## src/rtl/vga_err_mon_pkg.sv

```systemverilog
// Shared types and the saturating-increment helper for the VGA error monitor.
package vga_err_mon_pkg;

  typedef enum logic {
    SYNC_WAIT = 1'b0,
    RUN       = 1'b1
  } state_t;

  typedef enum logic [1:0] {
    SEL_TOTAL      = 2'd0,
    SEL_LAST       = 2'd1,
    SEL_WORST      = 2'd2,
    SEL_ERR_FRAMES = 2'd3
  } disp_sel_t;

  localparam int SAT_MAX_W = 64;

  // Increment that sticks at the all-ones value of a width-bit counter.
  function automatic logic [SAT_MAX_W-1:0] sat_inc(input logic [SAT_MAX_W-1:0] val,
                                                   input int width);
    logic [SAT_MAX_W-1:0] max_val;
    if (width >= SAT_MAX_W) max_val = '1;
    else                    max_val = (SAT_MAX_W'(1) << width) - SAT_MAX_W'(1);
    sat_inc = (val >= max_val) ? max_val : val + SAT_MAX_W'(1);
  endfunction

endpackage

```

## src/rtl/vga_err_mon_stretch.sv

```systemverilog
// Reloadable down-counter that holds the error LED on for STRETCH_CYCLES
// clocks after the most recent error.
module vga_err_mon_stretch
  import vga_err_mon_pkg::*;
#(
  parameter int STRETCH_CYCLES = 2_500_000
) (
  input  logic clk,
  input  logic rst_n,
  input  logic clr,
  input  logic err,
  output logic led_err
);

  localparam int TW = $clog2(STRETCH_CYCLES + 1);

  logic [TW-1:0] timer_q, timer_d;
  logic          led_err_q, led_err_d;

  always_comb begin
    timer_d = timer_q;
    if (clr)                  timer_d = '0;
    else if (err)             timer_d = TW'(STRETCH_CYCLES);
    else if (timer_q != '0)   timer_d = timer_q - TW'(1);
    // Registered from the next timer value so the LED rises the cycle after the error.
    led_err_d = (timer_d != '0);
  end

  always_ff @(posedge clk or negedge rst_n) begin
    if (!rst_n) begin
      timer_q   <= '0;
      led_err_q <= 1'b0;
    end else begin
      timer_q   <= timer_d;
      led_err_q <= led_err_d;
    end
  end

  assign led_err = led_err_q;

endmodule

```

## src/rtl/vga_err_mon.sv

```systemverilog
// Underflow statistics monitor for the VGA display stage. Optional per-frame
// worst/error-frame stats are enabled by defining VGA_ERR_MON_FRAME_STATS_EN.
// Board wiring: disp_val[15:8] -> R_I, disp_val[7:0] -> R_H, led_err -> LED1, led_frame -> LED2.
module vga_err_mon
  import vga_err_mon_pkg::*;
#(
  parameter int CNT_WIDTH      = 16,
  parameter int STRETCH_CYCLES = 2_500_000,
  parameter bit VSYNC_ACT_LOW  = 1'b1
) (
  input  logic                 clk,
  input  logic                 rst_n,
  input  logic                 vga_vsync,
  input  logic                 vga_error,
  input  logic                 clr,
  input  logic [1:0]           disp_sel,
  output logic [CNT_WIDTH-1:0] disp_val,
  output logic                 led_err,
  output logic                 led_frame
);

  localparam logic VS_ACT = VSYNC_ACT_LOW ? 1'b0 : 1'b1;

  function automatic logic [CNT_WIDTH-1:0] inc(input logic [CNT_WIDTH-1:0] v);
    return CNT_WIDTH'(sat_inc(SAT_MAX_W'(v), CNT_WIDTH));
  endfunction

  logic                 vs_in_act;
  logic                 vs_act_q, vs_act_d;
  logic                 fb_q, fb_d;
  state_t               state_q, state_d;
  logic [CNT_WIDTH-1:0] total_q, total_d;
  logic [CNT_WIDTH-1:0] frame_q, frame_d;
  logic [CNT_WIDTH-1:0] last_q, last_d;
  logic [CNT_WIDTH-1:0] last_val;
  logic                 led_frame_q, led_frame_d;
  logic [CNT_WIDTH-1:0] disp_val_q, disp_val_d;
`ifdef VGA_ERR_MON_FRAME_STATS_EN
  logic [CNT_WIDTH-1:0] worst_q, worst_d;
  logic [CNT_WIDTH-1:0] err_frames_q, err_frames_d;
`endif

  assign vs_in_act = (vga_vsync == VS_ACT);

  always_comb begin
    vs_act_d    = vs_in_act;
    fb_d        = vs_in_act & ~vs_act_q;
    state_d     = state_q;
    total_d     = total_q;
    frame_d     = frame_q;
    last_d      = last_q;
    led_frame_d = led_frame_q;
`ifdef VGA_ERR_MON_FRAME_STATS_EN
    worst_d      = worst_q;
    err_frames_d = err_frames_q;
`endif
    // An error on the boundary cycle still belongs to the frame that is ending.
    last_val = vga_error ? inc(frame_q) : frame_q;

    if (clr) begin
      state_d = SYNC_WAIT;
      total_d = '0;
      frame_d = '0;
      last_d  = '0;
`ifdef VGA_ERR_MON_FRAME_STATS_EN
      worst_d      = '0;
      err_frames_d = '0;
`endif
    end else begin
      if (vga_error) total_d = inc(total_q);
      if (fb_q) begin
        led_frame_d = ~led_frame_q;
        frame_d     = '0;
        if (state_q == SYNC_WAIT) begin
          state_d = RUN;
        end else begin
          last_d = last_val;
`ifdef VGA_ERR_MON_FRAME_STATS_EN
          if (last_val > worst_q) worst_d = last_val;
          if (last_val != '0)     err_frames_d = inc(err_frames_q);
`endif
        end
      end else if (state_q == RUN && vga_error) begin
        frame_d = inc(frame_q);
      end
    end

    // Mux the post-update values so the display tracks this cycle's changes.
    case (disp_sel_t'(disp_sel))
      SEL_TOTAL:      disp_val_d = total_d;
      SEL_LAST:       disp_val_d = last_d;
`ifdef VGA_ERR_MON_FRAME_STATS_EN
      SEL_WORST:      disp_val_d = worst_d;
      SEL_ERR_FRAMES: disp_val_d = err_frames_d;
`else
      SEL_WORST:      disp_val_d = '0;
      SEL_ERR_FRAMES: disp_val_d = '0;
`endif
      default:        disp_val_d = '0;
    endcase
  end

  always_ff @(posedge clk or negedge rst_n) begin
    if (!rst_n) begin
      vs_act_q    <= 1'b0;
      fb_q        <= 1'b0;
      state_q     <= SYNC_WAIT;
      total_q     <= '0;
      frame_q     <= '0;
      last_q      <= '0;
      led_frame_q <= 1'b0;
      disp_val_q  <= '0;
`ifdef VGA_ERR_MON_FRAME_STATS_EN
      worst_q      <= '0;
      err_frames_q <= '0;
`endif
    end else begin
      vs_act_q    <= vs_act_d;
      fb_q        <= fb_d;
      state_q     <= state_d;
      total_q     <= total_d;
      frame_q     <= frame_d;
      last_q      <= last_d;
      led_frame_q <= led_frame_d;
      disp_val_q  <= disp_val_d;
`ifdef VGA_ERR_MON_FRAME_STATS_EN
      worst_q      <= worst_d;
      err_frames_q <= err_frames_d;
`endif
    end
  end

  vga_err_mon_stretch #(
    .STRETCH_CYCLES(STRETCH_CYCLES)
  ) u_stretch (
    .clk    (clk),
    .rst_n  (rst_n),
    .clr    (clr),
    .err    (vga_error),
    .led_err(led_err)
  );

  assign disp_val  = disp_val_q;
  assign led_frame = led_frame_q;

endmodule

```

## config.mk

```make
export PLATFORM = sky130hd
export DESIGN_NAME = vga_err_mon
export DESIGN_NICKNAME = d
export VERILOG_FILES = /design/src/rtl/vga_err_mon_pkg.sv /design/src/rtl/vga_err_mon_stretch.sv /design/src/rtl/vga_err_mon.sv
export SDC_FILE = /design/constraint.sdc
export NUM_CORES = 1
export LEC_CHECK = 0
export CORE_ASPECT_RATIO = 1.25
export CORE_MARGIN = 2
export CORE_UTILIZATION = 45
export DETAILED_ROUTE_END_ITERATION = 6
export PLACE_DENSITY = 0.74
export SYNTH_ARGS = -nofsm -noshare
export SYNTH_HDL_FRONTEND = slang
export SYNTH_HIERARCHICAL = 1
export SYNTH_SLANG_ARGS = --single-unit
```

## constraint.sdc

```tcl
create_clock -name clk -period 3.7 [get_ports clk]
set_clock_uncertainty 0.15 [all_clocks]
set_input_delay 0.74 -clock clk [delete_from_list [all_inputs] [get_ports clk]]
set_output_delay 0.74 -clock clk [all_outputs]
set_load 0.01 [all_outputs]
```

==> flow_summary_export.csv <==
group,metric,value,unit
sta,fin_setup_tns,0,ns
power_and_ir_drop,power_density,393.2,nW/um^2
final_layout,area.sequential,2277,sq um
min_path,worstHoldStart,"vs_act_q",
synth,ys_seq_elements,91,
floorplan,die_x,99.84,microns
synth,syn_inst,564,
global_route,antenna_found_initial,0,
sta,fin_crit_sh,91.22,%
final_layout,drive_gt1_share,9.043,%
clocking,worstSkewPairLatency,0.34,ns
final_layout,utilization,51.33,%
final_layout,final_common_cell,"dfrtp_1",
setup_path,r2r-start,"u_stretch/timer_q[0]",
floorplan,row_count,43,
floorplan,die_h,123.8,microns
detailed_routing,ant_nets,0,
sta,rsz0062_at_grt,"no",
final_layout,fin_nets,580,
detailed_routing,drt_first_pass_iters,6,
synth,yosysTopAreaCell,"dfrtp_1",
clocking,clock_sinks,91,
run_status,outcome,"completed",
final_layout,multi_input_area,2635,sq um
detailed_routing,wl_per_cell,18.24,microns
synth,synth_cell_types,79,
setup_path,crit_type,"reg2reg",
global_route,grt_pass1_vias,4345,
clocking,cts_setup_buffers,0,
sta,tightest_slew,0.8741,ns
setup_path,cpPeakStageDelay,0.55,ns
synth,syn_nets,574,
global_route,grt_pass1_wl,21.60,mm
synth,synth_top_area_share,44.08,%
sta,fin_crit,3.375,ns
clocking,numCtsBuffers,9,
floorplan,ioPinCount,25,
synth,syn_area_per_cell,9.160,sq um
synth,yosysSeqAreaShare,44.08,%
clocking,cts_hold_buf,0,
setup_path,setup.worst_path.start_class,"register",
synth,synth_flop_cell,"dfrtp_1",
detailed_routing,drtIter0Drc,602,
synth,synthTopCellsByArea,"dfrtp_1 (44%), nor2_1 (5.0%), a21oi_1 (3.4%), nand2_1 (3.1%), nor3_1 (2.7%)",
placed_design,portBuffers,24,
power_and_ir_drop,p_total,2.248,mW
synth,synth_edf_count,0,
final_layout,synthToLayoutAreaGrowth,10.66,%
setup_path,cp_max_fo,12,
global_route,grt_max_degree,50,
global_route,globalRouteTotalUtil,22.04,%
sta,setup_viol,0,
clocking,cts-root-buf,"clkbuf_16",
floorplan,core_area,11140,sq um
clocking,cts_tree,"done",
job,maxCapViolCount,0,
clocking,ctsResizeCount,0,
floorplan,dieArea,12360,sq um
sta,slew_violations,0,
setup_path,worstPathArrival,3.45,ns
sta,clock.fmax,0.2963,GHz
detailed_routing,routed_via_density,6.365,
detailed_routing,vias,4519,
sta,slew_headroom,41.58,%
global_route,grt_overflow,0,
clocking,ctsLongestPathBuffers,2,
setup_path,required,3.77,ns
final_layout,final_cell_mix,"dfrtp_1 (91), nor2_1 (69), nand2_1 (42)",
power_and_ir_drop,p_leak,2.320,nW
final_layout,fillCellCount,1001,
detailed_routing,drc,0,
setup_path,path_cells,"inv_1 > ha_1 > or4b_1 > nor4_4 > nand2_2 > o311a_1 > or4_1 > nor4b_2 > nand2_1",
synth,yosys_warnings,6,
detailed_routing,wl,12.95,mm
floorplan,start_util,46.39,%
final_layout,antennaDiodeCount,0,
placed_design,hpwl,9.366,mm
placed_design,routabilityCongestion,0.9321,
clocking,clk_pin_slew,0.07,ns
setup_path,cp-end-kind,"register",
synth,synthArstFlopShare,100.0,%
synth,synth_area,5166,sq um
clocking,htreeDepth,3,
setup_path,startpoint,"u_stretch/timer_q[0]",
min_path,hp-class,"reg2reg",
sta,hold_violations,0,
power_and_ir_drop,vdd_drop_max,0.2625,mV
setup_path,crit_slowest_cell,"or4b_1",
worst max-delay path: cells and delay by family (launching register included):
| kind | cells | cell delay (ns) |
|---|---|---|
| AND/OR/NAND/NOR | 6 | 1.94 |
| flip-flops | 1 | 0.44 |
| AO/OA/AOI/OAI | 1 | 0.37 |
| adder cells (fa/ha/maj) | 1 | 0.27 |
| buffers and inverters | 1 | 0.08 |
cells by family (layout without fill, tap and decap cells):
group           Yosys count  after routing  synth area share [%]
simple gates            261            261                 27.59
compound gates          139            139                 19.30
flops                    91             91                 44.08
buf+inv                  51             62                 4.916
xor+xnor                 14             14                 2.374
mux                       5              5                 1.017
fa+ha+maj                 3              3                0.7266
path summary, 6_finish.rpt:
kind,end,slack [ns],cells after the start
hold reg to reg,fb_q,0.24,1
max in group asynchronous,last_q[6],2.38,2
setup / recovery,u_stretch/led_err,0.32,9
min in group asynchronous,disp_val[13],0.27,1
setup reg to reg,u_stretch/led_err,0.32,9
hold / removal,fb_q,0.24,1
where the power goes:
| part | internal, mW | switching [mW] | leakage (nW) | total [mW] |
|---|---|---|---|---|
| registers | 1.02 | 0.0388 | 1.24 | 1.06 |
| clock network | 0.474 | 0.421 | 0.141 | 0.896 |
| logic | 0.107 | 0.182 | 0.939 | 0.288 |
| total | 1.61 | 0.642 | 2.32 | 2.25 |
per-stage QoR:
step	hold WS, ns	std cells	setup slack, ns	area [sq um]
floorplan	0.2230	564	0.6633	5166
global placement	0.2309	694	0.4096	5426
detailed placement	0.2288	694	0.3617	5426
CTS	0.2378	710	0.3429	5717
global route	0.2701	710	0.1636	5717
finish	0.2365	710	0.3248	5717
layout make-up:
type                            count  area share [%]
Multi-Input combinational cell    422           46.09
Inverter                           14          0.9192
Timing Repair Buffer               32           5.121
Sequential cell                    91           39.83
Tap cell                          135           2.955
Clock inverter                      7           1.138
Clock buffer                        9           3.940
state kept, by name, summed over array words and instances (netlist names):
register	flops
led_frame	1
disp_val	16
state_q	1
last_q	16
total_q	16
frame_q	16
u_stretch/timer_q	22
u_stretch/led_err	1
vs_act_q	1
fb_q	1
cell usage after synthesis (all sizes together), types with 3 or more instances:
library cell and number:
nor2b 3, clkbuf 23, dfrtp 91, buf 13, nand3 18, mux2i 3, xnor2 9, o311ai 4
or3 11, inv 14, o311a 3, nand4 22, a211oi 6, o2bb2ai 6, a21oi 35, a311oi 5
o31a 4, a21o 3, nor2 69, nor3 30, a31oi 12, or4b 3, o21ai 15, nand2b 4
o41ai 6, and2 9, or4 9, and4 8, xor2 5, and3 11, ha 3, o31ai 4
a2111oi 3, o211ai 7, or2 3, nand2 43, a22o 6, nor4 13
layer usage:
metal  global-route usage [%]  vias up  wire [microns]
li1                         -     2134               -
met1                    26.02     2132            5121
met2                    38.81      202            6658
met3                    2.469       51             578
met4                    12.93        0             592
met5                        0        -               0
Power figures use the tool's default switching activity.
